File: config.mk
export PLATFORM = sky130hd
export DESIGN_NAME = biker_collision_detector_flat
export DESIGN_NICKNAME = d
export VERILOG_FILES = /design/src/rtl/biker_collision_detector_pkg.sv /design/src/rtl/biker_collision_detector_if.sv /design/src/rtl/biker_collision_detector_frame_down_counter.sv /design/src/rtl/biker_collision_detector.sv /design/src/flat_wrapper.sv
export SDC_FILE = /design/constraint.sdc
export NUM_CORES = 1
export LEC_CHECK = 0
export BUFFER_PORTS_ARGS = -buffer_cell sky130_fd_sc_hd__buf_2
export CORE_ASPECT_RATIO = 0.8
export CORE_MARGIN = 2
export CORE_UTILIZATION = 35
export CTS_BUF_LIST = sky130_fd_sc_hd__clkbuf_2
export CTS_CLUSTER_DIAMETER = 50
export DETAILED_ROUTE_END_ITERATION = 8
export GPL_ROUTABILITY_DRIVEN = 0
export MAX_ROUTING_LAYER = met4
export PLACE_DENSITY_LB_ADDON = 0.2
export RECOVER_POWER = 100
export SLEW_MARGIN = 25
export SYNTH_ARGS = -nofsm -noshare
export SYNTH_HDL_FRONTEND = slang
export SYNTH_SLANG_ARGS = --single-unit
File: constraint.sdc
create_clock -name clk -period 1.4 [get_ports clk]
set_clock_uncertainty 0.1 [all_clocks]
set_input_delay 0.28 -clock clk [delete_from_list [all_inputs] [get_ports clk]]
set_output_delay 0.28 -clock clk [all_outputs]
set_load 0.01 [all_outputs]
File: src/rtl/biker_collision_detector_pkg.sv
// collision_pkg: shared types and constants for the biker collision detector.
// Holds the FSM state type, hit-edge encoding and counter width helper.
package collision_pkg;

  typedef enum logic {
    ARMED    = 1'b0,
    COOLDOWN = 1'b1
  } collision_state_t;

  typedef logic [3:0] hit_edge_t;

  localparam hit_edge_t EDGE_TOP    = 4'b1000;
  localparam hit_edge_t EDGE_LEFT   = 4'b0100;
  localparam hit_edge_t EDGE_RIGHT  = 4'b0010;
  localparam hit_edge_t EDGE_BOTTOM = 4'b0001;
  localparam hit_edge_t EDGE_ALL    =
    EDGE_TOP | EDGE_LEFT | EDGE_RIGHT | EDGE_BOTTOM;

  function automatic int cnt_w(input int n);
    return (n < 2) ? 1 : $clog2(n);
  endfunction

endpackage

File: src/rtl/biker_collision_detector_if.sv
// biker_collision_detector_if: draw-layer inputs and game-logic outputs.
// master = draw layer / game logic side, slave = detector.
interface biker_collision_detector_if #(
  parameter int NUM_OBSTACLES = 4
);
  import collision_pkg::*;

  logic                     startOfFrame;
  logic                     bikerDrawingRequest;
  hit_edge_t                bikerHitEdgeCode;
  logic [NUM_OBSTACLES-1:0] obstacleDrawingRequest;
  logic                     collision;
  hit_edge_t                collisionEdgeCode;
  logic [NUM_OBSTACLES-1:0] collisionSource;
  logic                     cooldownActive;
  logic                     bikerVisible;

  modport master (
    output startOfFrame,
    output bikerDrawingRequest,
    output bikerHitEdgeCode,
    output obstacleDrawingRequest,
    input  collision,
    input  collisionEdgeCode,
    input  collisionSource,
    input  cooldownActive,
    input  bikerVisible
  );

  modport slave (
    input  startOfFrame,
    input  bikerDrawingRequest,
    input  bikerHitEdgeCode,
    input  obstacleDrawingRequest,
    output collision,
    output collisionEdgeCode,
    output collisionSource,
    output cooldownActive,
    output bikerVisible
  );

endinterface

File: src/rtl/biker_collision_detector_frame_down_counter.sv
// frame_down_counter: loadable down-counter stepped once per enabled frame.
// Saturates at zero and flags it; load wins over decrement.
module frame_down_counter #(
  parameter int W = 1
) (
  input  logic         clk,
  input  logic         rst_n,
  input  logic         i_en,
  input  logic         i_load,
  input  logic [W-1:0] i_load_val,
  output logic         o_zero
);

  logic [W-1:0] r_cnt;

  always_ff @(posedge clk or negedge rst_n) begin
    if (!rst_n) begin
      r_cnt <= '0;
    end else if (i_load) begin
      r_cnt <= i_load_val;
    end else if (i_en && (r_cnt != '0)) begin
      r_cnt <= r_cnt - 1'b1;
    end
  end

  assign o_zero = (r_cnt == '0);

endmodule

File: src/rtl/biker_collision_detector.sv
// biker_collision_detector: reports one overlap event per frame, then cooldown.
// Optional biker flicker during cooldown: define BIKER_COLLISION_FLICKER_EN.
module biker_collision_detector
  import collision_pkg::*;
#(
  parameter int NUM_OBSTACLES   = 4,
  parameter int COOLDOWN_FRAMES = 60,
  parameter int FLICKER_PERIOD  = 4
) (
  input logic clk,
  input logic resetN,
  biker_collision_detector_if.slave bus
);

  localparam int CW = cnt_w(COOLDOWN_FRAMES + 1);
  localparam logic [CW-1:0] CD_RELOAD =
    CW'((COOLDOWN_FRAMES > 0) ? COOLDOWN_FRAMES - 1 : 0);

  collision_state_t         r_state;
  collision_state_t         w_next;
  logic                     r_hit;
  logic                     r_collision;
  hit_edge_t                r_edge_acc;
  hit_edge_t                r_edge;
  logic [NUM_OBSTACLES-1:0] r_src_acc;
  logic [NUM_OBSTACLES-1:0] r_src;
  logic                     w_sof;
  logic                     w_overlap;
  logic                     w_report;
  logic                     w_enter_cd;
  logic                     w_cd_tick;
  logic                     w_cd_zero;
  logic                     w_acc_en;
  hit_edge_t                w_code;

  assign w_sof     = bus.startOfFrame;
  assign w_code    = bus.bikerHitEdgeCode & EDGE_ALL;
  assign w_overlap = bus.bikerDrawingRequest &&
                     (|bus.obstacleDrawingRequest);

  always_ff @(posedge clk or negedge resetN) begin
    if (!resetN) r_state <= ARMED;
    else         r_state <= w_next;
  end

  always_comb begin
    w_next = r_state;
    unique case (r_state)
      ARMED:
        if (w_sof && r_hit && (COOLDOWN_FRAMES > 0))
          w_next = COOLDOWN;
      COOLDOWN:
        if (w_sof && w_cd_zero)
          w_next = ARMED;
    endcase
  end

  always_comb begin
    w_report   = 1'b0;
    w_enter_cd = 1'b0;
    w_cd_tick  = 1'b0;
    unique case (r_state)
      ARMED: begin
        w_report   = w_sof && r_hit;
        w_enter_cd = (w_next == COOLDOWN);
      end
      COOLDOWN: w_cd_tick = w_sof;
    endcase
    // An overlap on a frame-start cycle belongs to the frame it opens
    w_acc_en = w_overlap && (w_next == ARMED);
  end

  frame_down_counter #(.W(CW)) u_cooldown (
    .clk       (clk),
    .rst_n     (resetN),
    .i_en      (w_cd_tick),
    .i_load    (w_enter_cd),
    .i_load_val(CD_RELOAD),
    .o_zero    (w_cd_zero)
  );

  always_ff @(posedge clk or negedge resetN) begin
    if (!resetN) begin
      r_hit      <= 1'b0;
      r_edge_acc <= '0;
      r_src_acc  <= '0;
    end else if (w_sof) begin
      r_hit      <= w_acc_en;
      r_edge_acc <= w_acc_en ? w_code : '0;
      r_src_acc  <= w_acc_en ? bus.obstacleDrawingRequest : '0;
    end else if (w_acc_en) begin
      r_hit      <= 1'b1;
      r_edge_acc <= r_edge_acc | w_code;
      r_src_acc  <= r_src_acc | bus.obstacleDrawingRequest;
    end
  end

  always_ff @(posedge clk or negedge resetN) begin
    if (!resetN) begin
      r_collision <= 1'b0;
      r_edge      <= '0;
      r_src       <= '0;
    end else begin
      r_collision <= w_report;
      if (w_report) begin
        r_edge <= r_edge_acc;
        r_src  <= r_src_acc;
      end
    end
  end

  assign bus.collision         = r_collision;
  assign bus.collisionEdgeCode = r_edge;
  assign bus.collisionSource   = r_src;
  assign bus.cooldownActive    = (r_state == COOLDOWN);

`ifdef BIKER_COLLISION_FLICKER_EN
  localparam int FW = cnt_w(FLICKER_PERIOD);
  localparam logic [FW-1:0] FL_RELOAD = FW'(FLICKER_PERIOD - 1);

  logic r_visible;
  logic w_fl_tick;
  logic w_fl_zero;

  assign w_fl_tick = w_cd_tick && (w_next == COOLDOWN);

  frame_down_counter #(.W(FW)) u_flicker (
    .clk       (clk),
    .rst_n     (resetN),
    .i_en      (w_fl_tick),
    .i_load    (w_enter_cd || (w_fl_tick && w_fl_zero)),
    .i_load_val(FL_RELOAD),
    .o_zero    (w_fl_zero)
  );

  always_ff @(posedge clk or negedge resetN) begin
    if (!resetN)                   r_visible <= 1'b1;
    else if (w_enter_cd)           r_visible <= 1'b0;
    else if (w_next == ARMED)      r_visible <= 1'b1;
    else if (w_fl_tick && w_fl_zero) r_visible <= ~r_visible;
  end

  assign bus.bikerVisible = r_visible;
`else
  assign bus.bikerVisible = (FLICKER_PERIOD > 0) || 1'b1;
`endif

endmodule

File: src/flat_wrapper.sv
// flat-port wrapper written by rule: the top's interface ports become plain ports
module biker_collision_detector_flat import collision_pkg::*;
#(
  parameter int NUM_OBSTACLES   = 4,
  parameter int COOLDOWN_FRAMES = 60,
  parameter int FLICKER_PERIOD  = 4
)
  (clk, resetN, bus_startOfFrame, bus_bikerDrawingRequest, bus_bikerHitEdgeCode, bus_obstacleDrawingRequest, bus_collision, bus_collisionEdgeCode, bus_collisionSource, bus_cooldownActive, bus_bikerVisible);
  biker_collision_detector_if #(.NUM_OBSTACLES(NUM_OBSTACLES)) bus_i ();
  input logic clk;
  input logic resetN;
  input wire logic [$bits(bus_i.startOfFrame)-1:0] bus_startOfFrame;
  input wire logic [$bits(bus_i.bikerDrawingRequest)-1:0] bus_bikerDrawingRequest;
  input wire logic [$bits(bus_i.bikerHitEdgeCode)-1:0] bus_bikerHitEdgeCode;
  input wire logic [$bits(bus_i.obstacleDrawingRequest)-1:0] bus_obstacleDrawingRequest;
  output wire logic [$bits(bus_i.collision)-1:0] bus_collision;
  output wire logic [$bits(bus_i.collisionEdgeCode)-1:0] bus_collisionEdgeCode;
  output wire logic [$bits(bus_i.collisionSource)-1:0] bus_collisionSource;
  output wire logic [$bits(bus_i.cooldownActive)-1:0] bus_cooldownActive;
  output wire logic [$bits(bus_i.bikerVisible)-1:0] bus_bikerVisible;
  assign bus_i.startOfFrame = bus_startOfFrame;
  assign bus_i.bikerDrawingRequest = bus_bikerDrawingRequest;
  assign bus_i.bikerHitEdgeCode = bus_bikerHitEdgeCode;
  assign bus_i.obstacleDrawingRequest = bus_obstacleDrawingRequest;
  assign bus_collision = bus_i.collision;
  assign bus_collisionEdgeCode = bus_i.collisionEdgeCode;
  assign bus_collisionSource = bus_i.collisionSource;
  assign bus_cooldownActive = bus_i.cooldownActive;
  assign bus_bikerVisible = bus_i.bikerVisible;
  biker_collision_detector #(.NUM_OBSTACLES(NUM_OBSTACLES), .COOLDOWN_FRAMES(COOLDOWN_FRAMES), .FLICKER_PERIOD(FLICKER_PERIOD)) u_core (.clk(clk), .resetN(resetN), .bus(bus_i));
endmodule
== Word-level counts from Yosys, hierarchy flattened ==
Cells that the tools add are included.

* Flip-flop bits (word level): 25
* Bits in latches: 0
* RAM bits: 0
* Memory bits (read-only): 0
* Bits of input ports: 12
* Output and inout bits: 11
* Logic and storage cells: 39
* Memories: 0

* $add $sub $neg: 1
* $mul: 0
* Divide/modulo/power cells: 0
* $lt $le $gt $ge: 0
* Equality and inequality tests: 0
* Shift-type cells: 0
* Multiplexer cells: 16
* Bitwise logic cells: 4
* Reduce and logical (&&, ||, !) cells: 10

{| class="wikitable"
|+ Operators by type and width
! kind !! count
|-
| $mux 4 || 6
|-
| $mux 6 || 2
|-
| $or 4x4->4 || 2
|-
| $mux 1 || 7
|-
| $logic_not 6->1 || 1
|-
| $reduce_bool 6->1 || 1
|-
| $sub 6x1->6 const B || 1
|-
| $logic_and 1x1->1 || 5
|-
| $reduce_bool 2->1 || 2
|-
| $reduce_or 4->1 || 1
|-
| $not 1->1 || 2
|-
| $pmux 1 s2 || 1
|}

== Logic depth before layout (Yosys ltp) ==
Gate-level depths: netlist of run 1.

* Word-level depth: 8
* Gate-level depth with buffers: 6

== Modules after synthesis ==
A second synthesis of run 1 with hierarchy kept.

* Cell total of the unflattened synthesis: 93
* Area total of the unflattened synthesis: 1136.1 µm²

{| class="wikitable"
|+ By module, submodules not included
! module !! instances !! cells an instance !! area each (µm²) !! sequential area each (µm²)
|-
| biker_collision_detector || 1 || 49 || 740.7 || 475.5
|-
| frame_down_counter || 1 || 44 || 395.4 || 150.1
|}

== Worst setup path before layout of run 1 ==
OpenSTA, ideal clock, no wires.

* Path type: register to register
* Start point: register u_core.r_state, in the netlist u_core.bus.cooldownActive
* End point: register u_core.r_edge[3], in the netlist u_core.bus.collisionEdgeCode[3]
* Arrival time: 1324 ps
* Slack: -149 ps
* Cell stages (with the launch flop): 6
* Buffers on the path: 3
* Period minus slack after synthesis: 1549 ps
* Cells stage by stage: dfrtp_1 > buf_4 > and3b_1 > buf_6 > buf_6 > mux2_2

* Cells in the longest elaborated chain, start to end: 1

{| class="wikitable"
|+ RTL lines
! element !! line !! source
|-
| start: declaration || biker_collision_detector.sv:19 || <nowiki>collision_state_t r_state;</nowiki>
|-
| start signal: assignment || biker_collision_detector.sv:43 || <nowiki>else r_state <= w_next;</nowiki>
|-
| $mux 1 || biker_collision_detector.sv:62 || <nowiki>unique case (r_state)</nowiki>
|-
| net u_core.w_report || biker_collision_detector.sv:29 || <nowiki>logic w_report;</nowiki>
|-
| end signal: assignment || biker_collision_detector.sv:106 || <nowiki>r_edge <= r_edge_acc;</nowiki>
|-
| end: declaration || biker_collision_detector.sv:24 || <nowiki>hit_edge_t r_edge;</nowiki>
|}

The timed path passes the listed nets, and every way through them passes these cells.
A chain may end at the register's enable or synchronous reset.

== Final worst setup path of run 1 ==
* Start point: register u_core.u_cooldown.r_cnt[2]
* End point: register u_core.u_cooldown.r_cnt[3]

* Cells in the longest elaborated chain, start to end: 6

{| class="wikitable"
|+ RTL lines
! element !! line !! source
|-
| start: declaration || biker_collision_detector_frame_down_counter.sv:14 || <nowiki>logic [W-1:0] r_cnt;</nowiki>
|-
| start signal: assignment || biker_collision_detector_frame_down_counter.sv:20 || <nowiki>r_cnt <= i_load_val;</nowiki>
|-
| start signal: assignment || biker_collision_detector_frame_down_counter.sv:22 || <nowiki>r_cnt <= r_cnt - 1'b1;</nowiki>
|-
| $logic_not 6->1 || biker_collision_detector_frame_down_counter.sv:26 || <nowiki>assign o_zero = (r_cnt == '0);</nowiki>
|-
| $logic_and 1x1->1 || biker_collision_detector.sv:53 || <nowiki>if (w_sof && w_cd_zero)</nowiki>
|-
| $mux 1 || biker_collision_detector.sv:53 ||
|-
| $pmux 1 s2 || biker_collision_detector.sv:48 || <nowiki>unique case (r_state)</nowiki>
|-
| $mux 1 || biker_collision_detector.sv:62 ||
|-
| $mux 6 or $reduce_bool 2->1 (tied branches) || - ||
|}

Several ways; a longest one is shown, not always the timed one. The select of a mux whose other input is x is not followed.

==> flow_metrics.py, run 1 <==
metrics = {
    "clock_network": {
        "cts_tree": "built",
        "cts_root_buffer": "clkbuf_2",
        "cts_buffers": 3,
        "cts_htree_levels": 1,
        "clkTransAtPathRegs_ps": 240,
        "cts_sinks": 25,
        "cts_buffer_depth": 2,
        "clock_latency_ps": 350,
    },
    "setup_path": {
        "cp_slowest_cell": "dfrtp_2",
        "crit_path_start_kind": "flip-flop",
        "crit_fanout": 4,
        "slowest_delay_ps": 520,
        "cp-end-kind": "flip-flop",
        "critPathKind": "flip-flop to flip-flop",
        "critPathArrivalTime_ps": 1670,
        "critical_path_required_ps": 1590,
        "path_cells": "or3_4 -> a211oi_2 -> mux2i_1",
    },
    "synthesis": {
        "yosysTopAreaCell": "dfrtp_1",
        "synth_edf_count": 0,
        "synth_seq_cells": 25,
        "yosysTopAreaCellShare_pct": 54.64,
        "ys_seq_area_share_pct": 54.64,
        "syn_area_um2": 1145,
        "synth.area.top_cells": "dfrtp_1 (55%), mux2_2 (7.9%), inv_1 (5.2%)",
        "ys.flop_type": "dfrtp_1",
        "async_flop_share_pct": 100.0,
        "synth.distinct_cells": 29,
        "netlist_instances": 102,
        "syn_avg_cell_area_um2": 11.22,
        "syn_nets": 115,
        "yosys-top-cells-count": "dfrtp_1 (25), inv_1 (16), o22ai_1 (9), mux2_2 (8), nand2_1 (6)",
        "yosysWarningCount": 0,
        "yosysMostFrequentCell": "dfrtp_1",
    },
    "route": {
        "drt-met1-wl_um": 1208,
        "viasPerCell": 4.940,
        "wirelength_um": 2581,
        "drtIter0Drc": 15,
        "route.met3.wl_um": 114,
        "routedWlPerCell_um": 14.03,
        "ant_nets": 0,
        "first_pass_iters": 4,
        "maxUsedRoutingLayer": "met4",
        "vias": 909,
        "post-route-drc-count": 0,
        "route.met2.wl_um": 1229,
    },
    "timing": {
        "slew_headroom_pct": 57.43,
        "slew_viol_final": 0,
        "period_needed_ps": 1480,
        "worst_slack_ps": -79.60,
        "hold_violations": 0,
        "max_freq_mhz": 675.9,
        "finalCritPeriodShare_pct": 105.7,
        "rsz0062_at_grt": "true",
        "tightest_slew_ps": 638.6,
        "finalSetupViolCount": 18,
    },
    "place": {
        "place_worst_setup_slack_ps": -116.1,
        "dp_hpwl_um": 1751,
        "io_buffer_count": 21,
        "dp_cells": 171,
    },
    "floorplan": {
        "die_x_um": 67.95,
        "die_area_um2": 3748,
        "io_pins": 23,
        "core_um2": 3108,
        "start_util_pct": 36.84,
        "core.rowCount": 18,
        "die-height_um": 55.16,
    },
    "job": {
        "cap_violations": 0,
    },
    "run_status": {
        "violations": "negative setup slack",
        "status": "finished, violations left",
    },
    "global_route": {
        "grt_usage_pct": 16.35,
        "grt_remaining_overflow": 0,
        "grt_max_degree": 26,
        "antenna_found_initial": 0,
        "grt_pass1_vias": 862,
        "grt_pass1_wl_um": 4174,
    },
    "power_and_ir_drop": {
        "power.leakage_uw": 0.0007865,
        "p_sw_uw": 995.5,
        "peakVddDrop_uv": 822.1,
        "seqPwrFrac_pct": 42.8,
        "power_frac_clock_pct": 10.5,
        "switching_share_pct": 35.56,
        "power.density_nw_per_um2": 1675,
        "power.share.combinational_pct": 46.6,
        "intPower_uw": 1804,
    },
    "worst_hold_path": {
        "hold_class": "input port to flip-flop",
    },
    "finish": {
        "area_growth_pct": 46.01,
        "drive_above_1_share_pct": 56.94,
        "nNetsFinal": 158,
        "final_cells": 184,
        "diodes": 0,
        "fin_util_pct": 53.78,
    },
}
[path summary, 6_finish.rpt]
| path | startpoint | end | cells after the start | slack, ps |
|---|---|---|---|---|
| hold reg to reg | u_core.bus.collisionSource[0] | u_core.bus.collisionSource[0] | 1 | 440 |
| hold / removal | bus_bikerHitEdgeCode[0] | u_core.r_edge_acc[0] | 3 | 50 |
| setup reg to reg | u_core.u_cooldown.r_cnt[2] | u_core.u_cooldown.r_cnt[3] | 3 | -80 |
| max in group asynchronous | resetN | u_core.u_cooldown.r_cnt[2] | 2 | 430 |
| setup / recovery | u_core.u_cooldown.r_cnt[2] | u_core.u_cooldown.r_cnt[3] | 3 | -80 |
| min in group asynchronous | resetN | u_core.r_hit | 2 | 340 |
[power by group through the flow]
stage | Clock (uW) | Combinational (uW) | Sequential [uW]
final | 295 | 1310 | 1200
after global routing | 334 | 1440 | 1230
after CTS | 308 | 1240 | 1190
after detailed placement | 0 | 1010 | 1190
after global placement | 0 | 983 | 1180
after floorplan | 0 | 550 | 1220
[critical path, delay by kind of cell (launching register included)]
kind             cells  cell delay (ps)
flip-flops           1              520
AO/OA/AOI/OAI        1              180
multiplexers         1              210
AND/OR/NAND/NOR      1              400
[flip-flops by register name, summed over array words and instances, names as in the netlist]
signal / flops
u_core.u_cooldown.r_cnt: 6
u_core.bus.collisionEdgeCode: 4
u_core.bus.collisionSource: 4
u_core.r_edge_acc: 4
u_core.r_src_acc: 4
u_core.bus.collision: 1
u_core.bus.cooldownActive: 1
u_core.r_hit: 1
[per-stage QoR]
step                power, uW  setup TNS, ps  hold WS (ps)  area [um2]
floorplan                1769         -503.1        -115.6        1181
global placement         2159         -722.0         209.3        1404
detailed placement       2197          -1138         219.0        1404
CTS                      2741         -733.1         20.55        1613
global route             3000          -1923         11.68        1672
finish                   2800         -757.7         47.90        1672
[logic make-up (layout without fill, tap and decap cells)]
logic type                 after synthesis  after routing  share of synthesized area (%)
other                                    1              1                         0.3276
AOI/OAI and AO/OA                       19             19                          10.93
buffers and inverters                   22             64                          9.289
DFF                                     25             25                          54.64
muxes                                   12             12                          11.37
and+or+nand+nor                         22             22                          12.35
adders and majority gates                1              1                          1.093
[cell type report]
class / instances / area, um2
fill: 267 / 1436
sequential: 25 / 628.1
multi-input combinational: 55 / 573.1
timing repair buffer: 44 / 340.3
inverter: 16 / 60.06
tap: 40 / 50.05
clock buffer: 4 / 20.02
[routing by layer]
metal | up-vias | GRT usage [%]
met2 | 18 | 25.89
li1 | 432 | -
met5 | - | -
met4 | 0 | 5.000
met1 | 455 | 20.25
met3 | 4 | 5.061
[cell usage in the layout (no fill, tap or decap), types with 2 or more instances in the layout]
| cell type | count |
|---|---|
| a211oi_2 | 2 |
| a21oi_2 | 3 |
| buf_12 | 2 |
| buf_2 | 19 |
| buf_4 | 12 |
| buf_6 | 8 |
| clkbuf_2 | 5 |
| dfrtp_1 | 23 |
| dfrtp_2 | 2 |
| dlygate4sd3_1 | 2 |
| inv_1 | 14 |
| inv_2 | 2 |
| mux2_4 | 8 |
| mux2i_1 | 4 |
| nand2_1 | 6 |
| nor2_1 | 3 |
| nor4_4 | 2 |
| o22ai_2 | 9 |
| or3_4 | 2 |
[timing repair]
action                     4_1_cts  5_1_grt
hold endpoints to repair        25        1
cloned                           1        0
buffers inserted                 6        0
resized for setup               26       10
pin swaps                       10        2
hold buffers                     1        1
setup endpoints to repair       24       24
Power figures use the tool's default switching activity.
==> inputs of run 2 (changes only) <==
--- a/config.mk
+++ b/config.mk
@@ -20,3 +20,4 @@
 export SYNTH_ARGS = -nofsm -noshare
 export SYNTH_HDL_FRONTEND = slang
+export SYNTH_HIERARCHICAL = 1
 export SYNTH_SLANG_ARGS = --single-unit
==> constraint.sdc (replaced) <==
create_clock -name clk -period 1.4 [get_ports clk]
set_clock_uncertainty 0.1 [all_clocks]
set_input_delay 0.07 -clock clk [delete_from_list [all_inputs] [get_ports clk]]
set_output_delay 0.07 -clock clk [all_outputs]
set_load 0.01 [all_outputs]
==> run 2 against run 1 <==
Against the previous run: the run still ends with negative setup slack left; via count rose by 6.7%; sequential cell count is the same; non-clock buffer count is 15 higher; sequential power is essentially flat; largest cell class unchanged; critical path depth is 1 higher.
==> flow_metrics.py, run 2 <==
metrics = {
    "run_status": {
        "status": "finished, violations left",
        "violations": "negative setup slack",
    },
    "synthesis": {
        "netlist_instances": 93,
        "yosysTopAreaCell": "dfrtp_1",
        "synth.distinct_cells": 34,
        "async_flop_share_pct": 100.0,
        "ys.flop_type": "dfrtp_1",
        "synth_edf_count": 0,
        "syn_area_um2": 1136,
        "synth.area.top_cells": "dfrtp_1 (55%), mux2_2 (7.9%), a32o_1 (3.5%)",
        "syn_avg_cell_area_um2": 12.22,
        "ys_seq_area_share_pct": 55.07,
        "yosysTopAreaCellShare_pct": 55.07,
        "yosys-top-cells-count": "dfrtp_1 (25), mux2_2 (8), a32o_1 (4), inv_1 (4)",
        "yosysMostFrequentCell": "dfrtp_1",
        "yosysWarningCount": 6,
        "synth_seq_cells": 25,
    },
    "power_and_ir_drop": {
        "power.leakage_uw": 0.0008298,
        "peakVddDrop_uv": 943.5,
        "power.density_nw_per_um2": 1667,
    },
    "floorplan": {
        "die_x_um": 67.70,
        "io_pins": 23,
        "die_area_um2": 3721,
        "core_um2": 3085,
        "start_util_pct": 36.82,
        "die-height_um": 54.96,
        "core.rowCount": 18,
    },
    "setup_path": {
        "critical_path_required_ps": 1570,
        "critPathKind": "flip-flop to flip-flop",
        "cp-end-kind": "flip-flop",
        "crit_path_start_kind": "flip-flop",
        "path_cells": "and2_4 -> or3b_4 -> or4_1 -> o211ai_1",
        "crit_fanout": 4,
        "critPathArrivalTime_ps": 1910,
        "slowest_delay_ps": 440,
        "cp_slowest_cell": "dfrtp_1",
    },
    "clock_network": {
        "clkTransAtPathRegs_ps": 220,
        "cts_root_buffer": "clkbuf_2",
        "cts_sinks": 25,
        "cts_buffer_depth": 2,
        "cts_buffers": 3,
        "cts_tree": "built",
        "cts_htree_levels": 1,
        "clock_latency_ps": 330,
    },
    "route": {
        "viasPerCell": 4.924,
        "first_pass_iters": 4,
        "routedWlPerCell_um": 13.98,
        "post-route-drc-count": 0,
        "wirelength_um": 2755,
        "drtIter0Drc": 24,
        "vias": 970,
        "ant_nets": 0,
    },
    "timing": {
        "finalSetupViolCount": 24,
        "worst_slack_ps": -340.2,
        "hold_violations": 0,
        "finalCritPeriodShare_pct": 124.3,
        "holdWs_ps": 100.3,
        "setup_tns_ps": -5801,
        "slew_headroom_pct": 59.13,
        "period_needed_ps": 1740,
        "tightest_slew_ps": 613.1,
        "max_freq_mhz": 574.6,
        "rsz0062_at_grt": "true",
        "slew_viol_final": 0,
    },
    "worst_hold_path": {
        "hold_class": "input port to flip-flop",
    },
    "global_route": {
        "grt_max_degree": 26,
        "antenna_found_initial": 0,
        "grt_pass1_vias": 880,
        "grt_remaining_overflow": 0,
        "grt_pass1_wl_um": 4188,
        "grt_usage_pct": 16.13,
    },
    "finish": {
        "diodes": 0,
        "largest_reg_flops": 6,
        "final_cell_mix": "dfrtp_1 (25), buf_4 (19), buf_2 (11)",
        "area_growth_pct": 55.84,
        "nNetsFinal": 172,
        "drive_above_1_share_pct": 46.50,
        "final_common_cell": "dfrtp_1",
        "final_cells": 197,
        "largest-register": "u_core/u_cooldown/r_cnt",
    },
    "job": {
        "cap_violations": 0,
    },
    "place": {
        "io_buffer_count": 21,
        "dp_cells": 174,
        "dp_hpwl_um": 1848,
    },
}
run 2: cell count changes after synthesis, sizes merged, moves of 3 or more:
cell | before | now
o22ai | 9 | 1
inv | 16 | 4
a22o | 0 | 5
nand2 | 6 | 3
or4 | 1 | 4
a32o | 0 | 4
a211oi | 3 | 0
or3b | 0 | 3
mux2i | 4 | 0
run 2: layout make-up:
| cell class | instances | area (um2) |
|---|---|---|
| fill | 252 | 1315 |
| sequential | 25 | 625.6 |
| multi-input combinational | 64 | 600.6 |
| timing repair buffer | 59 | 451.7 |
| tap | 40 | 50.05 |
| inverter | 5 | 22.52 |
| clock buffer | 4 | 20.02 |
run 2: worst max-delay path, delay by kind of cell (launching register included):
kind	cells	cell delay [ps]
flops	1	440
compound gates	1	170
simple gates	3	960
run 2: worst paths after layout:
kind,endpoint,start,cells past startpoint,slack (ps)
setup / recovery,u_core/u_cooldown/r_cnt[3],u_core/bus.cooldownActive,4,-340
hold / removal,u_core/r_src_acc[3],bus_bikerDrawingRequest,3,100
setup reg to reg,u_core/u_cooldown/r_cnt[3],u_core/bus.cooldownActive,4,-340
hold reg to reg,u_core/r_edge_acc[0],u_core/r_edge_acc[0],1,440
max in group asynchronous,u_core/r_edge_acc[2],resetN,2,660
min in group asynchronous,u_core/bus.collision,resetN,2,150
run 2: power breakdown:
part	switching (uW)	leakage (uW)	internal (uW)
logic	628	0.000490	875
clock network	204	0.0000166	75.5
registers	178	0.000323	989
total	1010	0.000830	1940
run 2: cells by family after synthesis:
| family | synth area share (%) |
|---|---|
| DFF | 55.07 |
| AOI/OAI and AO/OA | 17.29 |
| and+or+nand+nor | 12.89 |
| buffers and inverters | 3.964 |
| muxes | 7.930 |
| adders and majority gates | 2.202 |
| other | 0.6610 |
run 2: what timing repair did:
item                                   in CTS  in global routing
setup endpoints to repair                  23                 23
pin swaps                                   9                  4
buffers inserted                            6                  3
endpoints found under the hold margin      35                  0
gates cloned                                1                  0
hold buffers                               10                  0
gates resized for setup                    26                  1
run 2: routing by layer:
metal,track usage (%),vias up,routed length (um)
met5,-,-,0
met4,2.041,0,0
li1,-,471,-
met1,22.38,475,1317
met3,5.263,0,134
met2,23.69,24,1303
run 2: per-stage QoR:
stage	power [uW]	area [um2]	setup slack, ps	util, %
3_3_place_gp	2352	1466	-329.0	47.53
2_1_floorplan	1884	1214	-315.6	-
6_report	2951	1770	-340.2	57.38
3_5_place_dp	2394	1466	-376.5	47.53
4_1_cts	2951	1759	-355.0	57.02
5_1_grt	3161	1770	-390.9	57.38
